### config.mk
export PLATFORM = sky130hd
export DESIGN_NAME = imem_ctrl_flat
export DESIGN_NICKNAME = d
export VERILOG_FILES = /design/src/rtl/imem_ctrl_pkg.sv /design/src/rtl/imem_ctrl_if.sv /design/src/rtl/imem_arb.sv /design/src/rtl/imem_ctrl.sv /design/src/flat_wrapper.sv
export SDC_FILE = /design/constraint.sdc
export NUM_CORES = 1
export LEC_CHECK = 0
export CORE_AREA = 2 2 83 85
export CTS_CLUSTER_SIZE = 28
export DETAILED_ROUTE_END_ITERATION = 10
export DIE_AREA = 0 0 85 87
export DONT_BUFFER_PORTS = 1
export PLACE_DENSITY = 0.47
export SLEW_MARGIN = 10
export SYNTH_ARGS = -nofsm -noshare
export SYNTH_HDL_FRONTEND = slang
export SYNTH_HIERARCHICAL = 1
export SYNTH_SLANG_ARGS = --single-unit
### constraint.sdc
create_clock -name clk_i -period 2.85 [get_ports clk_i]
set_clock_uncertainty 0.1 [all_clocks]
set_input_delay 0.57 -clock clk_i [delete_from_list [all_inputs] [get_ports clk_i]]
set_output_delay 0.57 -clock clk_i [all_outputs]
set_load 0.02 [all_outputs]
### src/rtl/imem_ctrl_pkg.sv
// Shared types, defaults and helpers for the instruction-memory controller.
package imem_ctrl_pkg;

  localparam int IMEM_DEPTH_DEF      = 2048;
  localparam int IMEM_STARVE_MAX_DEF = 4;

  // Data returned alongside a trapped (misaligned) fetch.
  localparam logic [31:0] IMEM_ERR_DATA = 32'h0;

  typedef enum logic [1:0] {
    IDLE    = 2'd0,
    RD_WAIT = 2'd1,
    RESP    = 2'd2
  } imem_state_e;

  function automatic int idx_width(input int depth);
    return (depth < 2) ? 1 : $clog2(depth);
  endfunction

endpackage

### src/rtl/imem_ctrl_if.sv
// Fetch, loader and memory-port signals of the instruction-memory controller.
interface imem_ctrl_if
  import imem_ctrl_pkg::*;
#(
  parameter int IDX_W = idx_width(IMEM_DEPTH_DEF)
);

  logic              fetch_req_i;
  logic [31:0]       fetch_addr_i;
  logic              fetch_gnt_o;
  logic              fetch_rvalid_o;
  logic [31:0]       fetch_rdata_o;
  logic              fetch_err_o;

  logic              load_req_i;
  logic [31:0]       load_addr_i;
  logic [31:0]       load_wdata_i;
  logic              load_gnt_o;

  logic              mem_en_o;
  logic              mem_we_o;
  logic [IDX_W-1:0]  mem_idx_o;
  logic [31:0]       mem_wdata_o;
  logic [31:0]       mem_rdata_i;

  // The controller side.
  modport slave (
    input  fetch_req_i, fetch_addr_i, load_req_i, load_addr_i, load_wdata_i, mem_rdata_i,
    output fetch_gnt_o, fetch_rvalid_o, fetch_rdata_o, fetch_err_o, load_gnt_o,
           mem_en_o, mem_we_o, mem_idx_o, mem_wdata_o
  );

  // The requesters plus the memory array.
  modport master (
    output fetch_req_i, fetch_addr_i, load_req_i, load_addr_i, load_wdata_i, mem_rdata_i,
    input  fetch_gnt_o, fetch_rvalid_o, fetch_rdata_o, fetch_err_o, load_gnt_o,
           mem_en_o, mem_we_o, mem_idx_o, mem_wdata_o
  );

endinterface

### src/rtl/imem_arb.sv
// Fixed-priority arbiter (loader first) with a starvation counter that
// guarantees a waiting fetch is served after STARVE_MAX consecutive loads.
module imem_arb
  import imem_ctrl_pkg::*;
#(
  parameter int STARVE_MAX = IMEM_STARVE_MAX_DEF
) (
  input  logic clk_i,
  input  logic rst_ni,
  input  logic fetch_req,
  input  logic load_req,
  input  logic eligible,
  output logic fetch_gnt,
  output logic load_gnt
);

  localparam int CNT_W = (STARVE_MAX < 1) ? 1 : $clog2(STARVE_MAX + 1);

  logic [CNT_W-1:0] starve_q;
  logic             starved;

  assign starved = (starve_q == CNT_W'(STARVE_MAX));

  always_comb begin
    fetch_gnt = 1'b0;
    load_gnt  = 1'b0;
    if (eligible) begin
      if (load_req && !(fetch_req && starved)) begin
        load_gnt = 1'b1;
      end else if (fetch_req) begin
        fetch_gnt = 1'b1;
      end
    end
  end

  // Counts only loads that overtook a waiting fetch; saturates at STARVE_MAX.
  always_ff @(posedge clk_i or negedge rst_ni) begin
    if (!rst_ni) begin
      starve_q <= '0;
    end else if (!fetch_req || fetch_gnt) begin
      starve_q <= '0;
    end else if (load_gnt && !starved) begin
      starve_q <= starve_q + CNT_W'(1);
    end
  end

endmodule

### src/rtl/imem_ctrl.sv
// Shares the single synchronous instruction-memory port between fetch (read)
// and loader (write). Optional feature macro: IMEM_MISALIGN_TRAP_EN.
module imem_ctrl
  import imem_ctrl_pkg::*;
#(
  parameter  int DEPTH      = IMEM_DEPTH_DEF,
  parameter  int STARVE_MAX = IMEM_STARVE_MAX_DEF,
  localparam int IDX_W      = idx_width(DEPTH)
) (
  input  logic        clk_i,
  input  logic        rst_ni,
  imem_ctrl_if.slave  bus
);

  imem_state_e      state_q;
  imem_state_e      state_d;
  logic [31:0]      rdata_q;
  logic [31:0]      read_data;
  logic             eligible;
  logic             fetch_gnt;
  logic             load_gnt;
  logic             fetch_misaligned;
  logic [IDX_W-1:0] fetch_idx;
  logic [IDX_W-1:0] load_idx;
  logic             unused_addr_bits;

  assign fetch_idx = bus.fetch_addr_i[IDX_W+1:2];
  assign load_idx  = bus.load_addr_i[IDX_W+1:2];

  // Upper address bits wrap and the byte offset only matters for trapping.
  assign unused_addr_bits = ^{bus.fetch_addr_i[31:IDX_W+2], bus.fetch_addr_i[1:0],
                              bus.load_addr_i[31:IDX_W+2], bus.load_addr_i[1:0]};

  // Gating with reset keeps every output at zero while reset is held.
  assign eligible = rst_ni && (state_q != RD_WAIT);

  imem_arb #(
    .STARVE_MAX (STARVE_MAX)
  ) u_arb (
    .clk_i     (clk_i),
    .rst_ni    (rst_ni),
    .fetch_req (bus.fetch_req_i),
    .load_req  (bus.load_req_i),
    .eligible  (eligible),
    .fetch_gnt (fetch_gnt),
    .load_gnt  (load_gnt)
  );

`ifdef IMEM_MISALIGN_TRAP_EN
  logic err_q;

  assign fetch_misaligned = |bus.fetch_addr_i[1:0];
  assign read_data        = err_q ? IMEM_ERR_DATA : bus.mem_rdata_i;
  assign bus.fetch_err_o  = (state_q == RESP) && err_q;

  always_ff @(posedge clk_i or negedge rst_ni) begin
    if (!rst_ni) begin
      err_q <= 1'b0;
    end else if (fetch_gnt) begin
      err_q <= fetch_misaligned;
    end
  end
`else
  assign fetch_misaligned = 1'b0;
  assign read_data        = bus.mem_rdata_i;
  assign bus.fetch_err_o  = 1'b0;
`endif

  assign bus.fetch_gnt_o    = fetch_gnt;
  assign bus.load_gnt_o     = load_gnt;
  assign bus.fetch_rvalid_o = (state_q == RESP);
  assign bus.fetch_rdata_o  = rdata_q;

  always_comb begin
    state_d         = state_q;
    bus.mem_en_o    = 1'b0;
    bus.mem_we_o    = 1'b0;
    bus.mem_idx_o   = '0;
    bus.mem_wdata_o = '0;

    if (load_gnt) begin
      bus.mem_en_o    = 1'b1;
      bus.mem_we_o    = 1'b1;
      bus.mem_idx_o   = load_idx;
      bus.mem_wdata_o = bus.load_wdata_i;
    end else if (fetch_gnt) begin
      bus.mem_en_o  = !fetch_misaligned;
      bus.mem_idx_o = fetch_idx;
    end

    case (state_q)
      IDLE:    if (fetch_gnt) state_d = RD_WAIT;
      RD_WAIT: state_d = RESP;
      RESP:    state_d = fetch_gnt ? RD_WAIT : IDLE;
      default: state_d = IDLE;
    endcase
  end

  // The read result is captured the cycle after the read enable.
  always_ff @(posedge clk_i or negedge rst_ni) begin
    if (!rst_ni) begin
      state_q <= IDLE;
      rdata_q <= '0;
    end else begin
      state_q <= state_d;
      if (state_q == RD_WAIT) begin
        rdata_q <= read_data;
      end
    end
  end

endmodule

### src/flat_wrapper.sv
// flat-port wrapper written by rule: the top's interface ports become plain ports
module imem_ctrl_flat import imem_ctrl_pkg::*;
#(
  parameter  int DEPTH      = IMEM_DEPTH_DEF,
  parameter  int STARVE_MAX = IMEM_STARVE_MAX_DEF,
  localparam int IDX_W      = idx_width(DEPTH)
)
  (clk_i, rst_ni, bus_fetch_req_i, bus_fetch_addr_i, bus_load_req_i, bus_load_addr_i, bus_load_wdata_i, bus_mem_rdata_i, bus_fetch_gnt_o, bus_fetch_rvalid_o, bus_fetch_rdata_o, bus_fetch_err_o, bus_load_gnt_o, bus_mem_en_o, bus_mem_we_o, bus_mem_idx_o, bus_mem_wdata_o);
  imem_ctrl_if #(.IDX_W((idx_width(DEPTH)))) bus_i ();
  input  logic clk_i;
  input  logic rst_ni;
  input wire logic [$bits(bus_i.fetch_req_i)-1:0] bus_fetch_req_i;
  input wire logic [$bits(bus_i.fetch_addr_i)-1:0] bus_fetch_addr_i;
  input wire logic [$bits(bus_i.load_req_i)-1:0] bus_load_req_i;
  input wire logic [$bits(bus_i.load_addr_i)-1:0] bus_load_addr_i;
  input wire logic [$bits(bus_i.load_wdata_i)-1:0] bus_load_wdata_i;
  input wire logic [$bits(bus_i.mem_rdata_i)-1:0] bus_mem_rdata_i;
  output wire logic [$bits(bus_i.fetch_gnt_o)-1:0] bus_fetch_gnt_o;
  output wire logic [$bits(bus_i.fetch_rvalid_o)-1:0] bus_fetch_rvalid_o;
  output wire logic [$bits(bus_i.fetch_rdata_o)-1:0] bus_fetch_rdata_o;
  output wire logic [$bits(bus_i.fetch_err_o)-1:0] bus_fetch_err_o;
  output wire logic [$bits(bus_i.load_gnt_o)-1:0] bus_load_gnt_o;
  output wire logic [$bits(bus_i.mem_en_o)-1:0] bus_mem_en_o;
  output wire logic [$bits(bus_i.mem_we_o)-1:0] bus_mem_we_o;
  output wire logic [$bits(bus_i.mem_idx_o)-1:0] bus_mem_idx_o;
  output wire logic [$bits(bus_i.mem_wdata_o)-1:0] bus_mem_wdata_o;
  assign bus_i.fetch_req_i = bus_fetch_req_i;
  assign bus_i.fetch_addr_i = bus_fetch_addr_i;
  assign bus_i.load_req_i = bus_load_req_i;
  assign bus_i.load_addr_i = bus_load_addr_i;
  assign bus_i.load_wdata_i = bus_load_wdata_i;
  assign bus_i.mem_rdata_i = bus_mem_rdata_i;
  assign bus_fetch_gnt_o = bus_i.fetch_gnt_o;
  assign bus_fetch_rvalid_o = bus_i.fetch_rvalid_o;
  assign bus_fetch_rdata_o = bus_i.fetch_rdata_o;
  assign bus_fetch_err_o = bus_i.fetch_err_o;
  assign bus_load_gnt_o = bus_i.load_gnt_o;
  assign bus_mem_en_o = bus_i.mem_en_o;
  assign bus_mem_we_o = bus_i.mem_we_o;
  assign bus_mem_idx_o = bus_i.mem_idx_o;
  assign bus_mem_wdata_o = bus_i.mem_wdata_o;
  imem_ctrl #(.DEPTH(DEPTH), .STARVE_MAX(STARVE_MAX)) u_core (.clk_i(clk_i), .rst_ni(rst_ni), .bus(bus_i));
endmodule
==> results.txt, run 1 <==
Run status -> complete, no violations
Most frequent cell after synthesis -> dfrtp_1
Worst slew pin tran -> 574.6 ps
Crit-path slowest cell -> dfrtp_1
DR WL/cell -> 21.11 um
Synth warn -> 6
Wire length on met1 -> 1645 um
Pre-antenna DRT Iters -> 3
Clk buf depth -> 2
Overall Global Routing Usage -> 0.1213
Worst-path clk slew -> 70 ps
Synth Area per Inst -> 12.99 um^2
Vias -> 1,184
Slew headroom -> 0.6169
Die Width -> 85 um
Crit path time final -> 2661 ps
Top Ports -> 213
Final WL -> 4918 um
Setup crit start kind -> flop
Starting density of the core -> 0.3006
CTS Buf Count -> 5
Post-synth top flop -> dfrtp_1
Synth Register Bits -> 37
Mapped cell area -> 1974 um^2
Setup_tns -> 0 ps
CTS tree -> yes
DRT iter0 DRCs -> 34
CP Cell Sequence -> inv_1, ha_1, nand2_1, a21oi_1, nor2b_1, buf_4, a22o_1
Initial antenna violation count -> 0
WL met3 -> 590 um
EDFF count, synth -> 0
Worst R2R Start -> u_core/state_q[0]
Std cell rows -> 30
Compound-Gate Fraction of Synth Area -> 0.06844
Hold WC Path Type -> in2async
Worst-path maximum fanout -> 11
# DRC -> 0
Largest net degree at the start of global routing -> 47
Total Power -> 1.499 mW
Fin. Hold Viols -> 0
Post-Place Cell Area -> 2027 um^2
Leakage Power -> 1.003 nW
Vias per cell -> 5.082
DP Wirelength -> 3864 um
Crit path DAT -> 1990 ps
Clk pwr share -> 0.232
Internal -> 978.0 uW
Netlist cell types -> 28
FF-to-FF path depth -> 3
Placeable Area -> 6569 um^2
Max Cap Viol -> 0
Final Cycle Share -> 0.9336
Routability cong. -> 0.6966
# diodes -> 0
Routed length on met2 -> 2622 um
First-pass GRT wire length -> 6900 um
Max incr delay on CP -> 420 ps
Port Buffers -> 0
Area growth syn-to-layout -> 7.921%
Largest family of logic cells by synthesized area -> multiplexers
Cell count after synthesis -> 152
Vias in the first global route -> 1,293
Yosys top cell area share -> 0.4689
Placed cell count -> 224
Share of layout cells above drive strength 1 -> 0.3137
Die Area -> 7395 um^2
Clk sink count -> 37
Reg power frac -> 0.574
Reg2reg setup slack -> 1270 ps
Area contributors post-synth -> dfrtp_1 (47%), mux2_4 (21%), and2_1 (10%)
Final setup violation count -> 0
Syn_nets -> 286
RR Endpoint -> u_core/bus.fetch_rdata_o[24]
Final worst setup slack -> 189.3 ps
Adder-cell share of the synthesized area -> 0.01267
Mux contribution to synthesized area -> 0.2357
H-tree levels -> 2
Number of nets still failing antenna checks after routing -> 0
Xor and xnor fraction of the mapped netlist area -> 0
Finished Core Util -> 0.3244
Worst Setup Path Type -> reg2out
CP Data Required Time -> 2180 ps
RSZ-0062 raised after global routing -> no
NetSw -> 520.7 uW
Leading area contributor after synthesis -> dfrtp_1
Register area share after synthesis -> 0.4689
Hold WS -> 23.03 ps
Combinational share of power -> 0.194
Max Slew Vio Count -> 0
Top cells by count, synth -> dfrtp_1 (37), and2_1 (33), mux2_4 (28), a22o_1 (11)
Switching power share of the total -> 0.3474
Post-CTS Setup Bufs -> 0
Endpoint class of the critical path -> output pin
Layout Nets -> 286
CTS root buf -> clkbuf_8
Worst skew pair latency -> 280 ps
Grt ovf -> 0
Peak VDD IR -> 0.3434 mV
Fraction of registers with async set/reset -> 1.000
Final instance area -> 2131 um^2
Setup WS pre-CTS -> 473.7 ps
Fin cells -> 233
Cell Pwr Density -> 703.3 nW/um^2
Fmax -> 0.3758 GHz
Top Metal Used -> met4
Simple-Gate Fraction of Synth Area -> 0.1502
Die Y -> 87 um
## per-layer routing
metal / vias to the layer above / global-route usage
met1: 561 / 0.1286
met5: - / 0
li1: 510 / -
met4: 0 / 0.03608
met3: 6 / 0.04739
met2: 107 / 0.2223
## sequential cells by signal, indices dropped and copies added (netlist names)
signal,count
u_core/state_q,2
u_core/u_arb/starve_q,3
u_core/bus.fetch_rdata_o,32
## power by group through the flow
stage / combinational (mW) / clock, mW / sequential (mW)
finish: 0.291 / 0.347 / 0.861
global route: 0.310 / 0.396 / 0.876
CTS: 0.295 / 0.367 / 0.863
detailed placement: 0.282 / 0 / 0.867
global placement: 0.271 / 0 / 0.868
floorplan: 0.259 / 0 / 0.841
## critical path: cells and delay by family, from the launching register on
family | cells | cell delay (ps)
fa+ha+maj | 1 | 250
simple gates | 2 | 280
compound gates | 2 | 490
flops | 1 | 420
buf+inv | 2 | 270
## kinds of logic after synthesis
logic type / Yosys count
AOI/OAI and AO/OA: 17
adders and majority gates: 2
buffers and inverters: 16
DFF: 37
muxes: 32
other: 1
and+or+nand+nor: 47
## placed cells by master, fill, tap and decap left out, drive strengths merged
cell	count
buf	5
nand4	1
o21ai	1
a21boi	2
clkinvlp	1
nor2b	3
a31oi	1
mux2	32
nand2	4
nand4b	1
o21a	1
nor3b	2
a21oi	1
a22o	11
inv	4
nand2b	1
ha	2
conb	1
or2	1
clkbuf	7
and2	33
dfrtp	37
nor2	1
## worst max path at each step
| stage | startpoint | slack [ps] | depth (start not counted) | to |
|---|---|---|---|---|
| after floorplan | u_core/state_q[0] | 90 | 10 | bus_mem_idx_o[0] |
| after global placement | rst_ni | 520 | 5 | bus_mem_wdata_o[3] |
| after detailed placement | rst_ni | 470 | 5 | bus_mem_idx_o[1] |
| after CTS | u_core/u_arb/starve_q[0] | 160 | 7 | bus_mem_idx_o[1] |
| after global routing | u_core/u_arb/starve_q[0] | 60 | 7 | bus_mem_idx_o[1] |
| final | u_core/u_arb/starve_q[0] | 190 | 7 | bus_mem_idx_o[1] |
## final cells by class
class / instances / area, um^2
Fill cell: 640 / 4438
Multi-Input combinational cell: 99 / 943.4
Sequential cell: 37 / 925.9
Tap cell: 80 / 100.1
Clock buffer: 7 / 76.32
Timing Repair Buffer: 5 / 62.56
Inverter: 4 / 15.01
Clock inverter: 1 / 7.507
## repair_timing
action,CTS,global route
endpoints found under the hold margin,37,0
resized for setup,0,0
hold buffers,1,0
Power figures use the tool's default switching activity.
==> run 2: changes to the inputs <==
--- a/config.mk
+++ b/config.mk
@@ -10,6 +10,7 @@
 export DETAILED_ROUTE_END_ITERATION = 10
 export DIE_AREA = 0 0 85 87
 export DONT_BUFFER_PORTS = 1
+export MAX_ROUTING_LAYER = met4
 export PLACE_DENSITY = 0.47
 export SLEW_MARGIN = 10
 export SYNTH_ARGS = -nofsm -noshare
==> constraint.sdc (replaced) <==
create_clock -name clk_i -period 2.88 [get_ports clk_i]
set_clock_uncertainty 0.1 [all_clocks]
set_input_delay 0.576 -clock clk_i [delete_from_list [all_inputs] [get_ports clk_i]]
set_output_delay 0.576 -clock clk_i [all_outputs]
set_load 0.02 [all_outputs]
==> results.txt, run 2 (synthesis results as in run 1) <==
Setup crit start kind -> flop
CP Data Required Time -> 2200 ps (+20 ps)
Most frequent cells in the layout -> dfrtp_1 (37), and2_1 (33), mux2_4 (28)
Starting density of the core -> 0.3006 (unchanged)
Area growth syn-to-layout -> 7.921% (unchanged)
Number of nets still failing antenna checks after routing -> 0 (unchanged)
Routability cong. -> 0.7051 (+1.2%)
Placed cell count -> 224 (unchanged)
CTS root buf -> clkbuf_8
Worst-path clk slew -> 70 ps (about the same)
CTS Buf Count -> 5 (unchanged)
Run status -> complete, no violations
# DRC -> 0 (unchanged)
Fmax -> 0.3750 GHz
Top Ports -> 213 (unchanged)
Worst slew pin tran -> 578.1 ps (+3.499 ps)
Setup_tns -> 0 ps (unchanged)
Final setup violation count -> 0 (unchanged)
CTS tree -> yes
Worst-path maximum fanout -> 11 (unchanged)
Placeable Area -> 6569 um^2 (unchanged)
Die Y -> 87 um (unchanged)
Commonest non-fill, non-tap cell in the layout -> dfrtp_1
DRT iter0 DRCs -> 36 (+5.9%)
Std cell rows -> 30 (unchanged)
Initial antenna violation count -> 0 (unchanged)
Hold WC Path Type -> in2async
Worst skew pair latency -> 280 ps (about the same)
Leakage Power -> 1.003 nW (unchanged)
Buffer and inverter count on the worst path -> 2 (unchanged)
Vias -> 1,184 (unchanged)
Crit path DAT -> 1990 ps (about the same)
Port Buffers -> 0 (unchanged)
Vias per cell -> 5.082 (unchanged)
Post-Place Cell Area -> 2027 um^2 (unchanged)
Crit path from -> u_core/u_arb/starve_q[0]
Layout Nets -> 286 (unchanged)
DR WL/cell -> 21.16 um (+0.24%)
DP Wirelength -> 3864 um (unchanged)
Grt ovf -> 0 (unchanged)
RSZ-0062 raised after global routing -> no
# diodes -> 0 (unchanged)
Worst R2R Start -> u_core/state_q[0]
First-pass GRT wire length -> 6900 um (unchanged)
Max Cap Viol -> 0 (unchanged)
Post-CTS Setup Bufs -> 0 (unchanged)
Vias in the first global route -> 1,295 (+0.15%)
Final WL -> 4930 um (+0.24%)
Peak VDD IR -> 0.3403 mV (-0.89%)
Fin cells -> 233 (unchanged)
Die Area -> 7395 um^2 (unchanged)
Slew headroom -> 0.6146 (-0.002333)
Cell Pwr Density -> 696.2 nW/um^2 (-1.0%)
Final instance area -> 2131 um^2 (unchanged)
Share of layout cells above drive strength 1 -> 0.3137 (unchanged)
Overall Global Routing Usage -> 0.1249 (+0.003587)
Clk buf depth -> 2 (unchanged)
CP top delay family -> compound AO/OA/AOI/OAI gates
Clk sink count -> 37 (unchanged)
Die Width -> 85 um (unchanged)
Final Cycle Share -> 0.9260
Max FFs per register -> 32 (unchanged)
Max incr delay on CP -> 420 ps (about the same)
Fin. Hold Viols -> 0 (unchanged)
Crit-path slowest cell -> dfrtp_1
Worst Setup Path Type -> reg2out
Pre-antenna DRT Iters -> 3 (unchanged)
CP Cell Sequence -> inv_1, ha_1, nand2_1, a21oi_1, nor2b_1, buf_4, a22o_1
Largest net degree at the start of global routing -> 47 (unchanged)
Crit path time final -> 2667 ps
Max Slew Vio Count -> 0 (unchanged)
Endpoint class of the critical path -> output pin
H-tree levels -> 2 (unchanged)
Finished Core Util -> 0.3244 (unchanged)
==> run 2: cell counts in the layout (fill, tap and decap cells not counted) <==
Identical to the previous run, type by type.
==> run 2: layout make-up <==
class | instances | area [um^2]
well taps | 80 | 100.1
repair buffers | 5 | 62.56
inverters | 4 | 15.01
multi-input cells | 99 | 943.4
fillers | 640 | 4438
clock buffers | 7 | 76.32
flip-flops and latches | 37 | 925.9
clock inverters | 1 | 7.507
==> run 2: per-layer routing <==
layer / wire [um] / share of wire / global-route usage
met5: 0 / 0 / -
met4: 62 / 0.013 / 0.03608
met3: 541 / 0.11 / 0.03602
met2: 2625 / 0.53 / 0.2223
met1: 1701 / 0.35 / 0.1357
==> run 2: repair_timing <==
item                                   4_1_cts  5_1_grt
hold buffers                                 1        0
setup endpoints to repair                    0        0
endpoints found under the hold margin       37        0
gates resized for setup                      0        0
==> run 2: where the power goes <==
part	total, mW	internal, mW	switching, mW
Sequential	0.852	0.629	0.222
Clock	0.344	0.171	0.173
Combinational	0.288	0.167	0.121
Total	1.48	0.968	0.516
==> run 2: through the flow <==
stage          setup slack, ps  hold slack [ps]  power, mW
6_report                 213.2            28.55      1.484
3_3_place_gp             541.8            181.5      1.127
3_5_place_dp             491.7            181.3      1.138
4_1_cts                  181.9            20.08      1.509
5_1_grt                  86.17            16.11      1.565
2_1_floorplan            116.5            180.4      1.088
==> run 2: final timing paths <==
check                                                     to  slack [ps]  cells after the start
worst min register to register             u_core/state_q[0]         370                      1
worst max register to register  u_core/bus.fetch_rdata_o[24]        1290                      3
worst min-delay path             u_core/bus.fetch_rdata_o[8]          30                      1
worst max-delay path                        bus_mem_idx_o[1]         210                      7
max in group asynchronous           u_core/u_arb/starve_q[2]        2470                      1
min in group clk_i                  u_core/u_arb/starve_q[0]         330                      1
